[config.mk]
export PLATFORM = sky130hd
export DESIGN_NAME = xbar_cfg_flat
export DESIGN_NICKNAME = d
export VERILOG_FILES = /design/src/rtl/xbar_cfg_if.sv /design/src/rtl/xbar_cfg.sv /design/src/flat_wrapper.sv
export SDC_FILE = /design/constraint.sdc
export NUM_CORES = 1
export LEC_CHECK = 0
export BUFFER_PORTS_ARGS = -buffer_cell sky130_fd_sc_hd__buf_2
export CAP_MARGIN = 25
export CORE_AREA = 2 2 129 256
export DETAILED_ROUTE_END_ITERATION = 7
export DIE_AREA = 0 0 131 258
export GPL_TIMING_DRIVEN = 0
export PLACE_DENSITY = 0.77
export SLEW_MARGIN = 10
export SYNTH_ARGS = -nofsm -noshare
export SYNTH_HDL_FRONTEND = slang
export SYNTH_SLANG_ARGS = --single-unit
export TNS_END_PERCENT = 30
[constraint.sdc]
create_clock -name clk -period 2.5 [get_ports clk]
set_input_delay 0 -clock clk [delete_from_list [all_inputs] [get_ports clk]]
set_output_delay 0 -clock clk [all_outputs]
set_load 0.02 [all_outputs]
[src/rtl/xbar_cfg_if.sv]
// ---------------------------------------------------------------------------
// xbar_cfg_if
//   Bundles the routed data path and the shadow-bank configuration port of
//   xbar_cfg so the crossbar and its driver share one connection point.
//
//   Data path   : io_xbar_in (N_IN) -> io_xbar_out (N_OUT)
//   Config port : io_cfg_valid / io_cfg_ready / io_cfg_data handshake,
//                 io_cfg_commit strobe, io_cfg_full / io_cfg_err / io_cfg_idx
//                 status.
//
//   slave  : the crossbar side.
//   master : the tile routing / configuration controller side.
// ---------------------------------------------------------------------------
interface xbar_cfg_if #(
  parameter int N_IN  = 20,
  parameter int N_OUT = 25,
  parameter int SEL_W = 5,
  parameter int CNT_W = 5
);
  logic [N_IN-1:0]  io_xbar_in;
  logic [N_OUT-1:0] io_xbar_out;
  logic             io_cfg_valid;
  logic             io_cfg_ready;
  logic [SEL_W-1:0] io_cfg_data;
  logic             io_cfg_commit;
  logic             io_cfg_full;
  logic             io_cfg_err;
  logic [CNT_W-1:0] io_cfg_idx;

  modport slave (
    input  io_xbar_in, io_cfg_valid, io_cfg_data, io_cfg_commit,
    output io_xbar_out, io_cfg_ready, io_cfg_full, io_cfg_err, io_cfg_idx
  );

  modport master (
    output io_xbar_in, io_cfg_valid, io_cfg_data, io_cfg_commit,
    input  io_xbar_out, io_cfg_ready, io_cfg_full, io_cfg_err, io_cfg_idx
  );
endinterface

[src/rtl/xbar_cfg.sv]
// ---------------------------------------------------------------------------
// xbar_cfg
//   Double-buffered N_IN x N_OUT routing crossbar. Each output k forwards
//   io_xbar_in[active[k]]; an out-of-range select drives 0. New selects are
//   loaded word-serially into a shadow bank and copied into the active bank
//   in a single edge by io_cfg_commit, so live traffic sees either the old
//   or the new routing, never a mix.
//
//   Ports:
//     clk    - rising-edge clock
//     reset  - asynchronous, active-low reset
//     bus    - xbar_cfg_if.slave (data path + configuration port)
//
//   Optional feature (macro XBAR_CFG_OUT_REG_EN):
//     defined   - io_xbar_out is registered (1-cycle data latency,
//                 commit-to-route 2 cycles).
//     undefined - io_xbar_out is purely combinational.
// ---------------------------------------------------------------------------
module xbar_cfg #(
  parameter int N_IN  = 20,
  parameter int N_OUT = 25,
  parameter int SEL_W = 5,
  parameter int CNT_W = 5
) (
  input logic         clk,
  input logic         reset,
  xbar_cfg_if.slave   bus
);

  typedef enum logic {
    S_LOAD = 1'b0,
    S_FULL = 1'b1
  } state_t;

  state_t           r_state;
  state_t           w_next_state;
  logic [SEL_W-1:0] r_shadow [N_OUT];
  logic [SEL_W-1:0] r_active [N_OUT];
  logic [CNT_W-1:0] r_idx;
  logic             r_err;

  logic             w_ready;
  logic             w_accept;
  logic             w_last;
  logic             w_commit_ok;
  logic             w_commit_bad;
  logic [N_OUT-1:0] w_route;

  // Next-state and handshake decode.
  // NOTE: every signal gets a default before the case so no path leaves it
  // unassigned; otherwise synthesis infers a latch.
  always_comb begin
    w_next_state = r_state;
    w_ready      = 1'b0;
    w_accept     = 1'b0;
    w_commit_ok  = 1'b0;
    w_commit_bad = 1'b0;
    w_last       = (r_idx == CNT_W'(N_OUT - 1));
    case (r_state)
      S_LOAD: begin
        w_ready      = 1'b1;
        w_accept     = bus.io_cfg_valid;
        // A commit before the bank is full is rejected; loading carries on.
        w_commit_bad = bus.io_cfg_commit;
        if (w_accept && w_last) w_next_state = S_FULL;
      end
      S_FULL: begin
        w_commit_ok = bus.io_cfg_commit;
        if (bus.io_cfg_commit) w_next_state = S_LOAD;
      end
      default: w_next_state = S_LOAD;
    endcase
  end

  // NOTE: sequential state uses non-blocking assignments so every flop samples
  // pre-edge values, independent of statement order.
  always_ff @(posedge clk or negedge reset) begin
    if (!reset) r_state <= S_LOAD;
    else        r_state <= w_next_state;
  end

  // Shadow/active banks, load index and error pulse.
  // NOTE: both banks are reset on purpose: routing must be defined (all
  // outputs follow input 0) straight out of reset and a partial load must be
  // discarded, so these are real flops rather than a RAM.
  always_ff @(posedge clk or negedge reset) begin
    if (!reset) begin
      r_idx <= '0;
      r_err <= 1'b0;
      for (int k = 0; k < N_OUT; k++) begin
        r_shadow[k] <= '0;
        r_active[k] <= '0;
      end
    end else begin
      r_err <= w_commit_bad;
      if (w_accept) begin
        r_shadow[r_idx] <= bus.io_cfg_data;
        r_idx           <= r_idx + CNT_W'(1);
      end
      if (w_commit_ok) begin
        // All fields copy on the same edge: the atomic swap.
        for (int k = 0; k < N_OUT; k++) r_active[k] <= r_shadow[k];
        r_idx <= '0;
      end
    end
  end

  // Routing mux: an explicit compare per legal input keeps out-of-range
  // selects at 0 instead of indexing past the input vector.
  always_comb begin
    w_route = '0;
    for (int k = 0; k < N_OUT; k++) begin
      for (int j = 0; j < N_IN; j++) begin
        if (r_active[k] == SEL_W'(j)) w_route[k] = bus.io_xbar_in[j];
      end
    end
  end

`ifdef XBAR_CFG_OUT_REG_EN
  logic [N_OUT-1:0] r_out;

  always_ff @(posedge clk or negedge reset) begin
    if (!reset) r_out <= '0;
    else        r_out <= w_route;
  end

  assign bus.io_xbar_out = r_out;
`else
  assign bus.io_xbar_out = w_route;
`endif

  assign bus.io_cfg_ready = w_ready;
  assign bus.io_cfg_full  = (r_state == S_FULL);
  assign bus.io_cfg_err   = r_err;
  assign bus.io_cfg_idx   = r_idx;

endmodule

[src/flat_wrapper.sv]
// flat-port wrapper written by rule: the top's interface ports become plain ports
module xbar_cfg_flat 
#(
  parameter int N_IN  = 20,
  parameter int N_OUT = 25,
  parameter int SEL_W = 5,
  parameter int CNT_W = 5
)
  (clk, reset, bus_io_xbar_in, bus_io_cfg_valid, bus_io_cfg_data, bus_io_cfg_commit, bus_io_xbar_out, bus_io_cfg_ready, bus_io_cfg_full, bus_io_cfg_err, bus_io_cfg_idx);
  xbar_cfg_if #(.N_IN(N_IN), .N_OUT(N_OUT), .SEL_W(SEL_W), .CNT_W(CNT_W)) bus_i ();
  input logic clk;
  input logic reset;
  input wire logic [$bits(bus_i.io_xbar_in)-1:0] bus_io_xbar_in;
  input wire logic [$bits(bus_i.io_cfg_valid)-1:0] bus_io_cfg_valid;
  input wire logic [$bits(bus_i.io_cfg_data)-1:0] bus_io_cfg_data;
  input wire logic [$bits(bus_i.io_cfg_commit)-1:0] bus_io_cfg_commit;
  output wire logic [$bits(bus_i.io_xbar_out)-1:0] bus_io_xbar_out;
  output wire logic [$bits(bus_i.io_cfg_ready)-1:0] bus_io_cfg_ready;
  output wire logic [$bits(bus_i.io_cfg_full)-1:0] bus_io_cfg_full;
  output wire logic [$bits(bus_i.io_cfg_err)-1:0] bus_io_cfg_err;
  output wire logic [$bits(bus_i.io_cfg_idx)-1:0] bus_io_cfg_idx;
  assign bus_i.io_xbar_in = bus_io_xbar_in;
  assign bus_i.io_cfg_valid = bus_io_cfg_valid;
  assign bus_i.io_cfg_data = bus_io_cfg_data;
  assign bus_i.io_cfg_commit = bus_io_cfg_commit;
  assign bus_io_xbar_out = bus_i.io_xbar_out;
  assign bus_io_cfg_ready = bus_i.io_cfg_ready;
  assign bus_io_cfg_full = bus_i.io_cfg_full;
  assign bus_io_cfg_err = bus_i.io_cfg_err;
  assign bus_io_cfg_idx = bus_i.io_cfg_idx;
  xbar_cfg #(.N_IN(N_IN), .N_OUT(N_OUT), .SEL_W(SEL_W), .CNT_W(CNT_W)) u_core (.clk(clk), .reset(reset), .bus(bus_i));
endmodule
==> run metrics <==
setup ws final=-0.193 ns; Netlist cell types=73; worst path required time=between 2 and 3 ns; first-pass GRT wire length=around 81000 microns; CP Buf/Inv Count=1; most frequent cells in the layout=mux2_2, dfrtp_1, clkbuf_1, nand2_1, nor2_1; hold crit path type=input port to asynchronous set/reset pin; Pleak=7.43 nW; Slew @ Worst Pin=~1.1 ns; full die area=~0.034 sq mm; Sequential Power Share=0.376; commonest non-fill, non-tap cell in the layout=mux2_2; layout cell share with drive strength beyond 1=0.337; part of the power in combinational logic=0.371; fin. max-slew vios=0; vias post-DR=13372; Finished Layout Cells=between 1500 and 2000; Max IR drop VDD=611 uV; syn_nets=1474; Crit Path Class=flop to output port; DR vias/cell=a little under 7; Netlist Area Pre-Place=approximately 0.016 sq mm; Clock transition at path regs=~0.07 ns; achievable clock frequency=approximately 370 MHz; final wirelength=around 55000 microns; GRT Overall Usage=0.326; H-tree depth=1; FF+latch count, synth=between 200 and 300; slowest cell on the critical path=mux4_2; number of global-route vias before repair=around 13000; primary flip-flop cell chosen by synthesis mapping=dfrtp_1; Initial DRT Pass Iterations=8; Min Hold Slack=approximately 0.019 ns; Async SR Flop Fraction=1.00; nets=1568; die height=258 microns; number of flops mapped to enable cells by yosys=0; crit start category=flop; syn_area_per_cell=around 11 sq um; Sink Count=257; pin count of the biggest net entering global routing=98; Remaining Overflow, GRT=0; Setup Skew=roughly 0.014 ns; slew margin rel.=0.237; minimum clock period=approximately 2.7 ns; Rows=just over 90; IO Port Bufs=55; Cells after Synth=around 1400; post-synthesis sequential area ratio=0.410; Placed Cells=1926; clock power share=0.253; WL/cell=approximately 28 microns; routability congestion estimate=a little over 1; Post-Place Setup Slack=-0.381 ns; period utilization=1.08; maximum clock path buffer count=3; CP endpoint kind=output port; max_cap viols=0; status=complete, but fails checks; Ys Warns=0; Clock Latency Late Sink=around 0.57 ns; HPWL after detailed placement=~38000 microns; core area=roughly 0.032 sq mm; CTS tree=done; Detailed Route Iter0 Violations=~1300; initial antenna violation count=2; violated checks=setup timing; area grow syn2layout=14.0%; Clock Root Buffer=clkbuf_16; worst path cell trace=or4b_1, mux4_2, mux4_2, nand2_2, nand2_2, buf_6; die width=131 microns; unrepaired setup endpoints after global routing=yes; critical path arrival=~2.7 ns; switching part of the total=0.356; ANT nets after route=0; CTS Buf Count=25; Power Total=between 15 and 20 mW; CP top delay family=multiplexers; crit path max fanout=2; largest stage delay on the critical path=0.49 ns; Post-route DRC=0; Cell Pwr Density=~960 mW/mm^2; Initial Util=0.490; Final Hold Fails=0; I/O pins=between 60 and 70; Switching Power=6.13 mW; count of final setup violators=3; Internal=11.1 mW
[stage by stage]
step / instance area [sq um] / utilization / TNS, ns
floorplan: 15700 / - / 0
global placement: 16500 / 0.515 / -761.23
detailed placement: 16600 / 0.517 / -3.03
CTS: 17800 / 0.555 / -0.288
global route: 17900 / 0.558 / -0.562
finish: 17900 / 0.558 / -0.260
[logic make-up (layout without fill, tap and decap cells)]
group                    Yosys count  count (layout)  synth area share
flip-flops                       257             257             0.410
multiplexers                     379             379             0.309
buffers and inverters            172             284            0.0412
AND/OR/NAND/NOR                  369             369             0.124
AO/OA/AOI/OAI                    259             259             0.112
other                              0               2                 0
XOR/XNOR                           1               1          0.000559
adder cells (fa/ha/maj)            4               4           0.00319
[final timing paths]
path / start / to / slack, ns / cells past startpoint
worst min-delay path: reset / u_core.r_active[15] / 0.02 / 2
max in group asynchronous: reset / u_core.r_active[34] / 1.50 / 3
min in group clk: bus_io_cfg_valid / u_core.bus.io_cfg_idx[3] / 0.16 / 5
worst max register to register: u_core.bus.io_cfg_full / u_core.r_active[1] / 0.02 / 4
worst max-delay path: u_core.r_active[17] / bus_io_xbar_out[21] / -0.19 / 6
worst min register to register: u_core.r_shadow[5] / u_core.r_active[5] / 0.50 / 1
[power groups by stage]
stage               combinational [mW]  clock, mW  sequential, mW
floorplan                         4.41          0            6.18
global route                      6.83       4.50            6.63
finish                            6.38       4.34            6.47
detailed placement                6.03          0            6.43
CTS                               6.25       4.36            6.39
global placement                  5.86          0            6.34
[area by class of cell]
cell class	count	area, sq um
tap	427	534
clock buffer	32	702
inverter	33	124
fill	2709	14100
buffer	129	556
sequential	257	6440
clock inverter	13	228
antenna	2	5.00
timing repair buffer	77	546
multi-input combinational	1012	8720
[cell usage after synthesis, types with 8 or more instances]
cell | number | area (sq um)
nand3_1 | 27 | 135
o22ai_1 | 12 | 75.1
nor2_1 | 81 | 304
nor3_1 | 29 | 145
inv_1 | 32 | 120
nand2_1 | 80 | 300
o211ai_1 | 12 | 90.1
o21a_1 | 8 | 60.1
mux2_2 | 272 | 3060
mux2i_1 | 51 | 510
nand3b_1 | 12 | 90.1
buf_1 | 8 | 30.0
o221ai_1 | 8 | 70.1
or4_1 | 8 | 60.1
nor2b_1 | 32 | 200
nor3b_1 | 21 | 158
nand4_1 | 10 | 62.6
a21oi_1 | 53 | 265
o21ai_0 | 49 | 245
mux4_2 | 56 | 1260
a211oi_1 | 16 | 120
nand2b_1 | 25 | 156
dfrtp_1 | 257 | 6430
a31oi_1 | 22 | 138
clkbuf_1 | 131 | 492
[state kept, by name, summed over array words and instances, names as in the netlist]
name	count
u_core.r_active	125
u_core.r_shadow	125
u_core.bus.io_cfg_idx	5
u_core.bus.io_cfg_err	1
u_core.bus.io_cfg_full	1
[repair_timing]
item	CTS	global route
resized for setup	63	55
hold buffers	7	0
setup buffers	8	4
hold endpoints to repair	139	0
setup endpoints to repair	37	53
pin swaps	10	7
[per-layer routing]
metal,wire length (microns),global-route usage
met5,0,0
met4,6270,0.292
met3,4940,0.0704
met2,26200,0.527
met1,17100,0.349
Power figures use the tool's default switching activity.
